--- config.mk ---
export PLATFORM = sky130hd
export DESIGN_NAME = zeroriscy_bnn_seq_flat
export DESIGN_NICKNAME = d
export VERILOG_FILES = /design/src/rtl/zeroriscy_bnn_seq_pkg.sv /design/src/rtl/zeroriscy_bnn_seq_if.sv /design/src/rtl/zeroriscy_bnn_seq_cnt.sv /design/src/rtl/zeroriscy_bnn_seq.sv /design/src/flat_wrapper.sv
export SDC_FILE = /design/constraint.sdc
export NUM_CORES = 1
export LEC_CHECK = 0
export BUFFER_PORTS_ARGS = -buffer_cell sky130_fd_sc_hd__buf_4
export CAP_MARGIN = 10
export CORE_MARGIN = 4
export CORE_UTILIZATION = 51
export CTS_BUF_LIST = sky130_fd_sc_hd__clkbuf_8
export CTS_CLUSTER_SIZE = 30
export DETAILED_ROUTE_END_ITERATION = 8
export PLACE_DENSITY_LB_ADDON = 0.2
export SYNTH_ARGS = -nofsm -noshare
export SYNTH_HDL_FRONTEND = slang
export SYNTH_SLANG_ARGS = --single-unit
--- constraint.sdc ---
create_clock -name clk -period 2.7 [get_ports clk]
set_input_delay 0.405 -clock clk [delete_from_list [all_inputs] [get_ports clk]]
set_output_delay 0.405 -clock clk [all_outputs]
set_load 0.05 [all_outputs]
--- src/rtl/zeroriscy_bnn_seq_pkg.sv ---
// zeroriscy_bnn_pkg: shared BNN operator encoding, sequencer states and defaults.
package zeroriscy_bnn_pkg;
    localparam int AW_DEF = 8;
    localparam int NW_DEF = 7;

    typedef enum logic [2:0] {
        INI   = 3'd0,
        ACC   = 3'd1,
        POOL  = 3'd2,
        NORM  = 3'd3,
        ACTIV = 3'd4,
        IP8   = 3'd5,
        SETEN = 3'd6,
        NORM8 = 3'd7
    } bnn_op_e;

    typedef enum logic [2:0] {
        S_IDLE,
        S_INI,
        S_FETCH,
        S_ACC,
        S_POOL,
        S_NORM,
        S_ACTIV
    } seq_state_e;

    // Window count minus one: 0 behaves as a single window, anything above 4 saturates.
    function automatic logic [1:0] npos_m1(input logic [2:0] n);
        return (n == 3'd0) ? 2'd0 : (n > 3'd4) ? 2'd3 : 2'(n - 3'd1);
    endfunction
endpackage

--- src/rtl/zeroriscy_bnn_seq_if.sv ---
// zeroriscy_bnn_seq_if: command/result bus between the sequencer and the BNN unit.
interface zeroriscy_bnn_seq_if;
    import zeroriscy_bnn_pkg::*;
    logic        bnn_en_o;
    bnn_op_e     bnn_operator_o;
    logic [6:0]  bnn_param_o;
    logic [31:0] bnn_addr_o;
    logic [31:0] bnn_data_o;
    logic        bnn_ready_i;
    logic [31:0] bnn_result_i;

    modport master (
        output bnn_en_o, bnn_operator_o, bnn_param_o, bnn_addr_o, bnn_data_o,
        input  bnn_ready_i, bnn_result_i
    );
    modport slave (
        input  bnn_en_o, bnn_operator_o, bnn_param_o, bnn_addr_o, bnn_data_o,
        output bnn_ready_i, bnn_result_i
    );
endinterface

--- src/rtl/zeroriscy_bnn_seq_cnt.sv ---
// zeroriscy_bnn_seq_cnt: nested word/window counters and input-buffer address generation.
module zeroriscy_bnn_seq_cnt
    import zeroriscy_bnn_pkg::*;
#(
    parameter int AW = AW_DEF,
    parameter int NW = NW_DEF
) (
    input  logic          clk,
    input  logic          rst,
    input  logic          load,
    input  logic          fetch,
    input  logic          k_inc,
    input  logic          pos_inc,
    input  logic [NW-1:0] n_in,
    input  logic [1:0]    n_pos_m1,
    input  logic [AW-1:0] in_base,
    output logic [NW-1:0] k,
    output logic          k_last,
    output logic          pos_last,
    output logic          n_in_zero,
    output logic [AW-1:0] in_addr
);
    logic [NW-1:0] n_in_q;
    logic [1:0]    pos, n_pos_q;
    logic [AW-1:0] win, addr_q;

    // win tracks in_base + pos*n_in incrementally, so no multiplier is needed.
    always_ff @(posedge clk) begin
        if (rst) begin
            n_in_q  <= '0;
            n_pos_q <= '0;
            k       <= '0;
            pos     <= '0;
            win     <= '0;
            addr_q  <= '0;
        end else begin
            if (load) begin
                n_in_q  <= n_in;
                n_pos_q <= n_pos_m1;
                k       <= '0;
                pos     <= '0;
                win     <= in_base;
            end else if (pos_inc) begin
                k   <= '0;
                pos <= pos + 2'd1;
                win <= win + AW'(n_in_q);
            end else if (k_inc) begin
                k <= k + NW'(1);
            end
            if (fetch) addr_q <= in_addr;
        end
    end

    // The address is held after FETCH so the buffer output stays put through ACC stalls.
    assign in_addr   = fetch ? win + AW'(k) : addr_q;
    assign n_in_zero = n_in_q == '0;
    assign k_last    = k == n_in_q - NW'(1);
    assign pos_last  = pos == n_pos_q;
endmodule

--- src/rtl/zeroriscy_bnn_seq.sv ---
// zeroriscy_bnn_seq: issues ini / acc* / pool per window / norm / activ for one output word
// and captures the resulting activation bits.
module zeroriscy_bnn_seq
    import zeroriscy_bnn_pkg::*;
#(
    parameter int AW = AW_DEF,
    parameter int NW = NW_DEF
) (
    input  logic                  clk,
    input  logic                  rst,
    input  logic                  start_i,
    input  logic [NW-1:0]         n_in_i,
    input  logic [2:0]            n_pos_i,
    input  logic [15:0]           w_base_i,
    input  logic [15:0]           norm_addr_i,
    input  logic [31:0]           ini_data_i,
    input  logic [AW-1:0]         in_base_i,
    output logic [AW-1:0]         in_addr_o,
    input  logic [31:0]           in_data_i,
    zeroriscy_bnn_seq_if.master   bnn,
    output logic                  busy_o,
    output logic                  done_o,
    output logic [31:0]           result_o
);
    seq_state_e    state, state_n;
    logic [15:0]   w_base_q, norm_addr_q;
    logic [31:0]   ini_data_q;
    logic [NW-1:0] k;
    logic          load, accept, finish, issue, k_last, pos_last, n_in_zero;

    assign load   = state == S_IDLE && start_i;
    assign accept = bnn.bnn_en_o && bnn.bnn_ready_i;
    assign finish = state == S_ACTIV && accept;

    zeroriscy_bnn_seq_cnt #(.AW(AW), .NW(NW)) u_cnt (
        .clk       (clk),
        .rst       (rst),
        .load      (load),
        .fetch     (state == S_FETCH),
        .k_inc     (state == S_ACC && accept),
        .pos_inc   (state == S_POOL && accept),
        .n_in      (n_in_i),
        .n_pos_m1  (npos_m1(n_pos_i)),
        .in_base   (in_base_i),
        .k         (k),
        .k_last    (k_last),
        .pos_last  (pos_last),
        .n_in_zero (n_in_zero),
        .in_addr   (in_addr_o)
    );

    always_ff @(posedge clk) begin
        if (rst) begin
            state       <= S_IDLE;
            w_base_q    <= '0;
            norm_addr_q <= '0;
            ini_data_q  <= '0;
            done_o      <= 1'b0;
            result_o    <= '0;
        end else begin
            state <= state_n;
            if (load) begin
                w_base_q    <= w_base_i;
                norm_addr_q <= norm_addr_i;
                ini_data_q  <= ini_data_i;
            end
            done_o <= finish;
            if (finish) result_o <= bnn.bnn_result_i;
        end
    end

    always_comb begin
        state_n = state;
        case (state)
            S_IDLE:  state_n = start_i ? S_INI : S_IDLE;
            S_INI:   if (accept) state_n = n_in_zero ? S_POOL : S_FETCH;
            S_FETCH: state_n = S_ACC;
            S_ACC:   if (accept) state_n = k_last ? S_POOL : S_FETCH;
            S_POOL:  if (accept) state_n = pos_last ? S_NORM : n_in_zero ? S_POOL : S_FETCH;
            S_NORM:  if (accept) state_n = S_ACTIV;
            S_ACTIV: if (accept) state_n = S_IDLE;
            default: state_n = S_IDLE;
        endcase
    end

    // Command fields depend only on state and latched config, so they hold while stalled;
    // rst masks the request combinationally so the BNN unit never sees a half-aborted command.
    assign issue              = state inside {S_INI, S_ACC, S_POOL, S_NORM, S_ACTIV};
    assign bnn.bnn_en_o       = issue && !rst;
    assign bnn.bnn_param_o    = '0;
    assign bnn.bnn_operator_o = (state == S_INI) ? INI :
                                (state inside {S_FETCH, S_ACC}) ? ACC :
                                (state == S_POOL) ? POOL :
                                (state == S_NORM) ? NORM : ACTIV;
    assign bnn.bnn_addr_o     = {16'h0, (state inside {S_FETCH, S_ACC}) ? w_base_q + 16'(k) :
                                        (state == S_NORM) ? norm_addr_q : 16'h0};
    assign bnn.bnn_data_o     = (state inside {S_INI, S_POOL}) ? ini_data_q :
                                (state == S_ACC) ? in_data_i : 32'h0;
    assign busy_o             = state != S_IDLE;
endmodule

--- src/flat_wrapper.sv ---
// flat-port wrapper written by rule: the top's interface ports become plain ports
module zeroriscy_bnn_seq_flat import zeroriscy_bnn_pkg::*;
#(
    parameter int AW = AW_DEF,
    parameter int NW = NW_DEF
)
  (clk, rst, start_i, n_in_i, n_pos_i, w_base_i, norm_addr_i, ini_data_i, in_base_i, in_addr_o, in_data_i, busy_o, done_o, result_o, bnn_bnn_en_o, bnn_bnn_operator_o, bnn_bnn_param_o, bnn_bnn_addr_o, bnn_bnn_data_o, bnn_bnn_ready_i, bnn_bnn_result_i);
  zeroriscy_bnn_seq_if bnn_i ();
  input  logic clk;
  input  logic rst;
  input  logic start_i;
  input  logic [NW-1:0] n_in_i;
  input  logic [2:0] n_pos_i;
  input  logic [15:0] w_base_i;
  input  logic [15:0] norm_addr_i;
  input  logic [31:0] ini_data_i;
  input  logic [AW-1:0] in_base_i;
  output logic [AW-1:0] in_addr_o;
  input  logic [31:0] in_data_i;
  output logic busy_o;
  output logic done_o;
  output logic [31:0] result_o;
  output wire logic [$bits(bnn_i.bnn_en_o)-1:0] bnn_bnn_en_o;
  output wire logic [$bits(bnn_i.bnn_operator_o)-1:0] bnn_bnn_operator_o;
  output wire logic [$bits(bnn_i.bnn_param_o)-1:0] bnn_bnn_param_o;
  output wire logic [$bits(bnn_i.bnn_addr_o)-1:0] bnn_bnn_addr_o;
  output wire logic [$bits(bnn_i.bnn_data_o)-1:0] bnn_bnn_data_o;
  input wire logic [$bits(bnn_i.bnn_ready_i)-1:0] bnn_bnn_ready_i;
  input wire logic [$bits(bnn_i.bnn_result_i)-1:0] bnn_bnn_result_i;
  assign bnn_bnn_en_o = bnn_i.bnn_en_o;
  assign bnn_bnn_operator_o = bnn_i.bnn_operator_o;
  assign bnn_bnn_param_o = bnn_i.bnn_param_o;
  assign bnn_bnn_addr_o = bnn_i.bnn_addr_o;
  assign bnn_bnn_data_o = bnn_i.bnn_data_o;
  assign bnn_i.bnn_ready_i = bnn_bnn_ready_i;
  assign bnn_i.bnn_result_i = bnn_bnn_result_i;
  zeroriscy_bnn_seq #(.AW(AW), .NW(NW)) u_core (.clk(clk), .rst(rst), .start_i(start_i), .n_in_i(n_in_i), .n_pos_i(n_pos_i), .w_base_i(w_base_i), .norm_addr_i(norm_addr_i), .ini_data_i(ini_data_i), .in_base_i(in_base_i), .in_addr_o(in_addr_o), .in_data_i(in_data_i), .bnn(bnn_i), .busy_o(busy_o), .done_o(done_o), .result_o(result_o));
endmodule
==> out/summary.txt, run 1 <==
most common cell after layout, fill and taps aside: buf_4
share of post-route cells with drive strength above 1: 30.80%
I/O Pins: 267
synth unique cells: 67
largest family of logic cells by synthesized area: simple AND/OR/NAND/NOR gates
Clock Tree Root: clkbuf_8
post-synthesis mux area share: 0.3053%
Synth Area per Inst: 7.749 um^2
Tightest Pin Transition: 0.6929 ns
post-synth top area share: 38.51%
CP Max Fanout: 6
H-tree level count: 4
first-pass GRT wire length: 32660 um
hpwl dp: 14530 um
CORE AREA: 13300 um^2
max_slew headroom: 52.61%
Post-Synth Adder-Cell Area: 5.496%
Highest Clock Rate: 336.1 MHz
clk_lat worst skew: 0.44 ns
placed cell area: 8897 um^2
post-route ant nets: 0
post-synthesis sequential area ratio: 38.51%
pre-CTS WS: 0.09653 ns
Synth Area in Compound Gates: 21.44%
Worst setup EP type: output pin
final net count: 1311
synthesized instance count: 899
Max-Cap Viols: 0
ys flop type: dfxtp_1
deepest clock path buffer count: 2
Residual DRC: 0
diode count: 0
vias in the first global route: 6570
Synthesis Warnings: 0
total CTS buffers: 17
Layout area overhead: 38.16%
Final WS setup: -0.2756 ns
Critical Path RT: 2.30 ns
number of synthesized flops with an enable pin: 0
drt pass-1 iters: 5
Placed Instances: 1279
RSZ-0062 raised after global routing: yes
Hold Crit Class: in -> reg
chip height: 124.9 um
Total Power: 5271 uW
PortBufs: 243
All-Layer GR Usage: 25.14%
leak pwr: 0.004148 uW
Hold Buf Count CTS: 0
Setup Crit Path Kind: reg -> out
post-synth top area cell: dfxtp_1
Area contributors post-synth: dfxtp_1, nand2_1, a21oi_1
vias per cell: 5.380
initial antenna violation count: 0
Chip Width: 124.9 um
power density cells: 547.6 nW/um^2
maximum vdd drop: 0.0003252 V
Placer Congestion: 0.8818
Clock transition at path regs: 0.09 ns
endpoints failing setup: 14
Simple-Gate Fraction of Synth Area: 23.08%
commonest non-fill, non-tap cells in the layout: buf_4, nand2_1, dfxtp_1, a21oi_1, a22o_1
Final Instance Area: 9625 um^2
clk sinks: 134
Initial Utilization: 52.40%
initial detailed-routing violation count: 408
final design utilization: 72.40%
Routed wire per std cell: 15.71 um
Syn Std Cell Area: 6967 um^2
status: finished, violations left
Post-Synth XOR/XNOR Area: 4.023%
DIE AREA: 15590 um^2
CTS tree: built
Row Count: 42
grt ovf: 0
FFs w/ async S/R, synth: 0%
Seq cells post-synth: 134
Post-Layout Cell Count: 1322
pin count of the biggest net entering global routing: 81
post-layout min period: 2.976 ns
overall routed net length: 20770 um
Setup crit start kind: flip-flop
failing checks: setup timing
Max Slew Vio Count: 0
critical path arrival: 2.57 ns
Tcrit/Tclk final: 110.2%
Fin Clk Skew: 0.01309 ns
final-report hold violation count: 0
DR vias: 7112
==> state kept, by name, summed over array words and instances (netlist names), 7 cells and up <==
register / cells
u_core.u_cnt.addr_q: 8
u_core.u_cnt.win: 8
u_core.w_base_q: 16
u_core.ini_data_q: 32
u_core.u_cnt.n_in_q: 7
u_core.u_cnt.k: 7
u_core.result_o: 32
u_core.norm_addr_q: 16
==> final timing paths <==
path / slack (ns) / to / startpoint / cells after the start
setup / recovery: -0.28 / bnn_bnn_addr_o[14] / u_core.w_base_q[0]$_SDFFE_PP0P_ / 9
setup reg to reg: 0.43 / u_core.u_cnt.win[7]$_SDFFE_PP0P_ / u_core.u_cnt.n_in_q[1]$_SDFFE_PP0P_ / 6
hold / removal: 0.20 / u_core.ini_data_q[2]$_SDFFE_PP0P_ / ini_data_i[2] / 3
hold reg to reg: 0.46 / u_core.result_o[7]$_SDFFE_PP0P_ / u_core.result_o[7]$_SDFFE_PP0P_ / 2
==> kinds of logic (layout without fill, tap and decap cells) <==
family          Yosys count  after routing
simple gates            364            364
compound gates          234            234
flops                   134            134
buf+inv                 103            328
xor+xnor                 32             32
fa+ha+maj                29             29
mux                       2              2
other cells               1             23
==> final cells by class <==
class / count / area (um^2)
multi-input combinational: 684 / 4043
fill: 1095 / 3670
sequential: 134 / 2694
timing repair buffer: 276 / 2165
clock buffer: 19 / 261.5
tap: 176 / 220.2
clock inverter: 13 / 167.7
inverter: 20 / 75.07
==> critical path: stages (launching register included) <==
cell and delay, ns:
dfxtp_2 0.35, ha_4 0.14, inv_2 0.04, fa_2 0.35, nand2b_4 0.16, a21oi_4 0.13, o211ai_1 0.27, a2111o_1 0.46
nand3_2 0.08, buf_8 0.15
==> power by group <==
group | internal, uW | switching (uW) | total, uW
clock network | 974 | 831 | 1800
registers | 2090 | 110 | 2200
logic | 493 | 768 | 1260
==> cells in the mapped netlist, drive strengths merged, types with 3 or more instances <==
cell     number
or3           4
nand2       248
nor2b         9
or4           3
o21a          8
o2111ai       3
o21ai        21
inv          20
buf          41
nand4         8
ha           25
nand2b        6
fa            3
dfxtp       134
and4          3
and2          6
xor2         20
clkbuf       42
a22o         34
nand3        14
a211oi        4
a32oi         4
a21oi       122
nor2         31
a2111o        3
o211ai       11
xnor2        12
nor3         13
nor3b         6
==> repair_timing <==
action                     4_1_cts  5_1_grt
setup endpoints to repair       15       52
resized for setup               34       23
pin swaps                       15        8
buffers inserted                 5        7
==> metal layers <==
layer	global-route usage [%]	vias up	routed length, um
li1	-	3536	-
met1	32.77	3230	8858
met2	41.32	302	9798
met3	5.832	44	1629
met4	8.099	0	485
met5	0	-	0
==> through the flow <==
stage	hold slack, ns	setup TNS [ns]
6_report	0.1996	-2.070
5_1_grt	0.1877	-3.897
4_1_cts	0.1815	-1.684
3_5_place_dp	0.4473	0
3_3_place_gp	0.4429	0
2_1_floorplan	0.4357	-0.1482
Power figures use the tool's default switching activity.
==> inputs of run 2 (changes only) <==
- CELL_PAD_IN_SITES_DETAIL_PLACEMENT: not set -> 0
- CELL_PAD_IN_SITES_GLOBAL_PLACEMENT: not set -> 1
- CORE_UTILIZATION: 51 -> 36
- PLACE_DENSITY_LB_ADDON: 0.2 -> 0.1
==> run 2 against run 1 <==
The flow still finishes with violations (setup timing). Largest cell class unchanged. Critical endpoint is now bnn_bnn_addr_o[10]. Routed wire length grew 5.2%. Sequential share of layout area is 0.18 points lower. Register-to-register slack got worse by 0.02 ns. First-iteration DRC count shrank 23%. Worst hold slack gained 0.0011 ns. Combinational power hardly changed. Fmax grew 0.34%. Clock skew is essentially flat. Die area rose by 39%.
==> out/summary.txt, run 2 (same netlist as run 1, synthesis figures left out) <==
status: finished, violations left
failing checks: setup timing
vias in the first global route: 6795 (+3.4%)
CP peak stage delay: 0.37 ns (-0.09 ns)
cells along the critical path: ha_4 -> inv_2 -> fa_2 -> nand2b_4 -> a21oi_4 -> o211ai_1 -> buf_4 -> a2111o_1 -> nand3_2 -> buf_8
Sw Pwr: 1691 uW (-1.1%)
I/O Pins: 267 (unchanged)
Max Slew Vio Count: 0 (unchanged)
grt ovf: 0 (unchanged)
worst hold start: norm_addr_i[12]
Total Power: 5115 uW (-3.0%)
initial detailed-routing violation count: 313 (-23%)
All-Layer GR Usage: 19.63% (-5.5 points)
final-report hold violation count: 0 (unchanged)
Setup crit start kind: flip-flop
hpwl dp: 15840 um (+9.0%)
leak pwr: 0.004103 uW (-1.1%)
crit path from: u_core.u_cnt.k[0]$_SDFFE_PP0P_
clk_lat worst skew: 0.44 ns (about the same)
final net count: 1308 (-0.23%)
Setup Crit Path Kind: reg -> out
Final WS setup: -0.2656 ns (+0.01002 ns)
Clock power frac: 32.0% (-2.2 points)
first-pass GRT wire length: 34760 um (+6.4%)
deepest clock path buffer count: 2 (unchanged)
switching share of power: 33.05% (+0.63 points)
Clock Tree Root: clkbuf_8
Routed wire per std cell: 15.58 um (-0.84%)
Fin Clk Skew: 0.01320 ns (+0.0001026 ns)
vias per cell: 4.900 (-8.9%)
power density cells: 528.0 nW/um^2 (-3.6%)
H-tree level count: 4 (unchanged)
Final Instance Area: 9688 um^2 (+0.65%)
reg-to-reg startpoint: u_core.u_cnt.win[1]$_SDFFE_PP0P_
Placed Instances: 1363 (+6.6%)
most common cell after layout, fill and taps aside: buf_4
Worst R2R Setup Slack: 0.41 ns (-0.02 ns)
CP Max Fanout: 5 (-1)
DR vias: 6870 (-3.4%)
CTS tree: built
placed cell area: 9006 um^2 (+1.2%)
diode count: 0 (unchanged)
Layout area overhead: 39.06%
clk sinks: 134 (unchanged)
Gate power share: 24.8% (+0.9 points)
total CTS buffers: 17 (unchanged)
Chip Width: 147.1 um (+18%)
Tightest Pin Transition: 0.8451 ns (+0.1522 ns)
accumulated negative setup slack: -1.480 ns (+0.5901 ns)
Row Count: 50 (+19%)
post-layout min period: 2.966 ns (-0.01002 ns)
share of post-route cells with drive strength above 1: 30.56% (-0.24 points)
max_slew headroom: 43.66% (-9.0 points)
Initial Utilization: 36.87% (-16 points)
Residual DRC: 0 (unchanged)
maximum vdd drop: 0.0003350 V (+3.0%)
final design utilization: 51.28% (-21 points)
Internal: 3424 uW (-3.9%)
pin count of the biggest net entering global routing: 85 (+4.9%)
Hold Buf Count CTS: 0 (unchanged)
endpoints failing setup: 11 (-3)
drt pass-1 iters: 4 (-1)
CP max stage cell: a2111o_1
initial antenna violation count: 0 (unchanged)
commonest non-fill, non-tap cells in the layout: buf_4, nand2_1, dfxtp_1, a21oi_1, a22o_1
Clock transition at path regs: 0.08 ns (about the same)
Highest Clock Rate: 337.2 MHz (+0.34%)
Largest regs: u_core.ini_data_q: 32 flops, u_core.result_o: 32 flops
critical path arrival: 2.56 ns (about the same)
DIE AREA: 21640 um^2 (+39%)
post-route ant nets: 0 (unchanged)
Hold Crit Class: in -> reg
RSZ-0062 raised after global routing: yes
CORE AREA: 18890 um^2 (+42%)
PortBufs: 243 (unchanged)
Placer Congestion: 0.8519 (-3.4%)
Worst setup EP type: output pin
overall routed net length: 21840 um (+5.2%)
Max-Cap Viols: 0 (unchanged)
Tcrit/Tclk final: 109.8% (-0.37 points)
Post-Layout Cell Count: 1402 (+6.1%)
Buf+Inv Stages, Crit Path: 3 (+1)
Critical Path RT: 2.30 ns (about the same)
critical path's top delay family: compound AO/OA/AOI/OAI gates
chip height: 147.1 um (+18%)
Reg power frac: 43.2% (+1.4 points)
run 2: cell types whose count changed in the layout (fill, tap and decap cells not counted), sizes merged:
cell      previous run  this run
inv                 24        22
buf                276       273
bufinv               3         2
clkbuf              19        18
clkinvlp             2         5
run 2: worst min-delay path, delay by kind of cell:
family	cells	cell delay (ns)
AO/OA/AOI/OAI	1	0.05
buffers and inverters	1	0.10
AND/OR/NAND/NOR	1	0.04
run 2: repair_timing:
| action | in CTS | in global routing |
|---|---|---|
| hold endpoints to repair | 0 | 0 |
| gates resized for setup | 32 | 26 |
| setup buffers | 5 | 4 |
| setup endpoints to repair | 18 | 54 |
| pin swaps | 6 | 7 |
| gates cloned | 0 | 0 |
run 2: final cells by class:
cell class / instances / area [um^2]
Tap cell: 260 / 325.3
Sequential cell: 134 / 2694
Clock buffer: 18 / 247.7
Fill cell: 1931 / 9205
Clock inverter: 13 / 133.9
Multi-Input combinational cell: 684 / 4078
Inverter: 20 / 75.07
Timing Repair Buffer: 273 / 2135
run 2: stage by stage:
| step | setup slack, ns | hold slack [ns] |
|---|---|---|
| 4_1_cts | -0.2648 | 0.1761 |
| 5_1_grt | -0.3937 | 0.1725 |
| 3_3_place_gp | 0.09779 | 0.4435 |
| 2_1_floorplan | -0.1482 | 0.4357 |
| 6_report | -0.2656 | 0.2006 |
| 3_5_place_dp | 0.07112 | 0.4474 |
run 2: worst paths after layout:
check | to | depth (start not counted)
worst max register to register | u_core.u_cnt.win[7]$_SDFFE_PP0P_ | 6
worst min-delay path | u_core.norm_addr_q[12]$_SDFFE_PP0P_ | 3
worst min register to register | u_core.result_o[14]$_SDFFE_PP0P_ | 2
worst max-delay path | bnn_bnn_addr_o[10] | 10
run 2: power by group through the flow:
stage	combinational [uW]	clock [uW]	sequential [uW]
after floorplan	864	0	2200
after global placement	1250	0	2240
after detailed placement	1250	0	2240
after CTS	1270	1690	2200
after global routing	1390	1780	2220
final	1270	1640	2210
run 2: per-layer routing:
metal	vias up	track usage [%]	wire length [um]
li1	3513	-	-
met1	3100	26.31	10280
met2	238	30.78	9532
met3	19	6.138	1703
met4	0	5.219	327
met5	-	0	0
==> inputs of run 3 (changes only) <==
--- a/config.mk
+++ b/config.mk
@@ -12,3 +12,3 @@
 export CORE_MARGIN = 4
-export CORE_UTILIZATION = 36
+export CORE_UTILIZATION = 33
 export CTS_BUF_LIST = sky130_fd_sc_hd__clkbuf_8
--- a/constraint.sdc
+++ b/constraint.sdc
@@ -3,2 +3,2 @@
 set_output_delay 0.405 -clock clk [all_outputs]
-set_load 0.05 [all_outputs]
+set_load 0.1 [all_outputs]
==> run 3 against run 2 <==
The flow still finishes with violations (setup timing). Register-to-register slack improved by 0.06 ns. Critical path depth is the same. Sequential power about the same. Clock skew down 0.0042 ns. Clock-buffer cell count down 1. Critical path type unchanged.
==> out/summary.txt, run 3 (same netlist as run 1, synthesis figures left out) <==
Gate power share: 28.9% (+4.1 points)
status: finished, violations left
final net count: 1309 (+0.076%)
Reg power frac: 39.4% (-3.8 points)
Max-Cap Viols: 0 (unchanged)
deepest clock path buffer count: 2 (unchanged)
CORE AREA: 20490 um^2 (+8.5%)
post-route ant nets: 0 (unchanged)
Chip Width: 153.3 um (+4.2%)
Internal: 3542 uW (+3.4%)
total CTS buffers: 17 (unchanged)
commonest non-fill, non-tap cells in the layout: buf_4, nand2_1, dfxtp_1, a21oi_1, a22o_1
post-layout min period: 3.035 ns (+0.06903 ns)
I/O Pins: 267 (unchanged)
first-pass GRT wire length: 35360 um (+1.7%)
Routed wire per std cell: 15.97 um (+2.5%)
Initial Utilization: 33.99% (-2.9 points)
All-Layer GR Usage: 18.33% (-1.3 points)
Placed Instances: 1377 (+1.0%)
placed cell area: 9144 um^2 (+1.5%)
worst hold start: ini_data_i[2]
Clock power frac: 31.7% (-0.3 points)
Row Count: 52 (+4.0%)
maximum vdd drop: 0.0003148 V (-6.0%)
vias in the first global route: 6621 (-2.6%)
clk_lat worst skew: 0.44 ns (about the same)
Layout area overhead: 42.47%
worst hold slack: 0.2019 ns (+0.001260 ns)
DIE AREA: 23500 um^2 (+8.6%)
initial antenna violation count: 0 (unchanged)
Tightest Pin Transition: 0.7939 ns (-0.05117 ns)
worst hold path depth: 3 (unchanged)
CP Max Fanout: 5 (unchanged)
max_slew headroom: 47.07% (+3.4 points)
vias per cell: 4.886 (-0.29%)
critical path arrival: 2.63 ns (+0.07 ns)
overall routed net length: 22560 um (+3.3%)
leak pwr: 0.004169 uW (+1.6%)
R2R cell count: 6 (unchanged)
RSZ-0062 raised after global routing: yes
Final Instance Area: 9926 um^2 (+2.5%)
Critical Path RT: 2.30 ns (about the same)
Setup Crit Path Kind: reg -> out
final-report hold violation count: 0 (unchanged)
PortBufs: 243 (unchanged)
endpoints failing setup: 13 (+2)
pin count of the biggest net entering global routing: 75 (-12%)
failing checks: setup timing
Tcrit/Tclk final: 112.4% (+2.6 points)
DR vias: 6904 (+0.49%)
grt ovf: 0 (unchanged)
chip height: 153.3 um (+4.2%)
Worst R2R End: u_core.u_cnt.win[7]$_SDFFE_PP0P_
Clock Tree Root: clkbuf_8
diode count: 0 (unchanged)
Placer Congestion: 0.8363 (-1.8%)
share of post-route cells with drive strength above 1: 31.50% (+0.94 points)
initial detailed-routing violation count: 349 (+12%)
reg-to-reg startpoint: u_core.u_cnt.win[1]$_SDFFE_PP0P_
most common cell after layout, fill and taps aside: buf_4
Hold Crit Class: in -> reg
WHS Endpoint: u_core.ini_data_q[2]$_SDFFE_PP0P_
clk sinks: 134 (unchanged)
H-tree level count: 4 (unchanged)
Fillers: 2096 (+8.5%)
Post-Layout Cell Count: 1413 (+0.78%)
CTS tree: built
accumulated negative setup slack: -2.086 ns (-0.6057 ns)
Clock transition at path regs: 0.09 ns (about the same)
Highest Clock Rate: 329.5 MHz (-2.3%)
Final WS setup: -0.3346 ns (-0.06903 ns)
Fin Clk Skew: 0.009005 ns (-0.004190 ns)
Largest regs: u_core.ini_data_q: 32 flops, u_core.result_o: 32 flops
Sw Pwr: 2038 uW (+21%)
Worst R2R Setup Slack: 0.47 ns (+0.06 ns)
Max Slew Vio Count: 0 (unchanged)
Setup crit start kind: flip-flop
power density cells: 562.2 nW/um^2 (+6.5%)
Hold Buf Count CTS: 0 (unchanged)
Residual DRC: 0 (unchanged)
switching share of power: 36.53% (+3.5 points)
Worst setup EP type: output pin
drt pass-1 iters: 4 (unchanged)
hpwl dp: 16240 um (+2.5%)
-- run 3: cell types whose count changed in the layout (fill, tap and decap cells not counted), sizes merged --
cell and change:
buf +1, bufinv +1, clkbuf -1, clkinv -1, clkinvlp -2, inv +3
-- run 3: layer usage --
layer	GRT usage, %	vias to the layer above	wire length [um]
li1	-	3523	-
met1	24.70	3132	10360
met2	28.58	235	10200
met3	5.852	14	1815
met4	4.540	0	187
met5	0	-	0
-- run 3: how the worst max path moves through the flow --
stage | slack (ns) | start | cells after the start | endpoint
final | -0.33 | u_core.w_base_q[0]$_SDFFE_PP0P_ | 10 | bnn_bnn_addr_o[12]
after global routing | -0.43 | u_core.w_base_q[0]$_SDFFE_PP0P_ | 10 | bnn_bnn_addr_o[12]
after CTS | -0.38 | u_core.w_base_q[0]$_SDFFE_PP0P_ | 9 | bnn_bnn_addr_o[8]
after detailed placement | -0.06 | u_core.w_base_q[0]$_SDFFE_PP0P_ | 9 | bnn_bnn_addr_o[8]
after global placement | -0.01 | u_core.w_base_q[0]$_SDFFE_PP0P_ | 9 | bnn_bnn_addr_o[8]
after floorplan | -0.26 | u_core.u_cnt.k[0]$_SDFFE_PP0P_ | 8 | bnn_bnn_addr_o[8]
-- run 3: worst max-delay path: stages, from the launching register on --
cell and delay (ns):
dfxtp_2 0.36, ha_4 0.14, inv_2 0.03, fa_2 0.33
nand2b_4 0.16, a21oi_4 0.15, o211ai_1 0.18, buf_4 0.20
a2111o_1 0.37, nand3_2 0.10, buf_12 0.18
-- run 3: timing repair --
action                                  4_1_cts  5_1_grt
resized for setup                            52       19
endpoints found under the setup margin       18       18
pin swaps                                    14       13
buffers inserted                              2        3
-- run 3: area by class of cell --
type,count,area [um^2],area share [%]
clock buffer,17,234.0,2.357
multi-input combinational,684,4149,41.80
inverter,20,75.07,0.7563
timing repair buffer,274,2265,22.82
tap,270,337.8,3.404
sequential,134,2690,27.10
clock inverter,14,175.2,1.765
-- run 3: per-stage QoR --
step                power [uW]  worst slack [ns]  util [%]
floorplan                 3361           -0.2570         -
CTS                       5644           -0.3793     47.77
global route              5854           -0.4256     48.43
detailed placement        3811          -0.05650     44.62
finish                    5580           -0.3346     48.43
global placement          3805          -0.01494     44.62
-- run 3: power by group through the flow --
stage / Sequential (uW) / Clock [uW] / Combinational (uW)
2_1_floorplan: 2200 / 0 / 1160
3_3_place_gp: 2240 / 0 / 1570
3_5_place_dp: 2240 / 0 / 1580
4_1_cts: 2190 / 1830 / 1610
5_1_grt: 2210 / 1910 / 1730
6_report: 2200 / 1770 / 1610
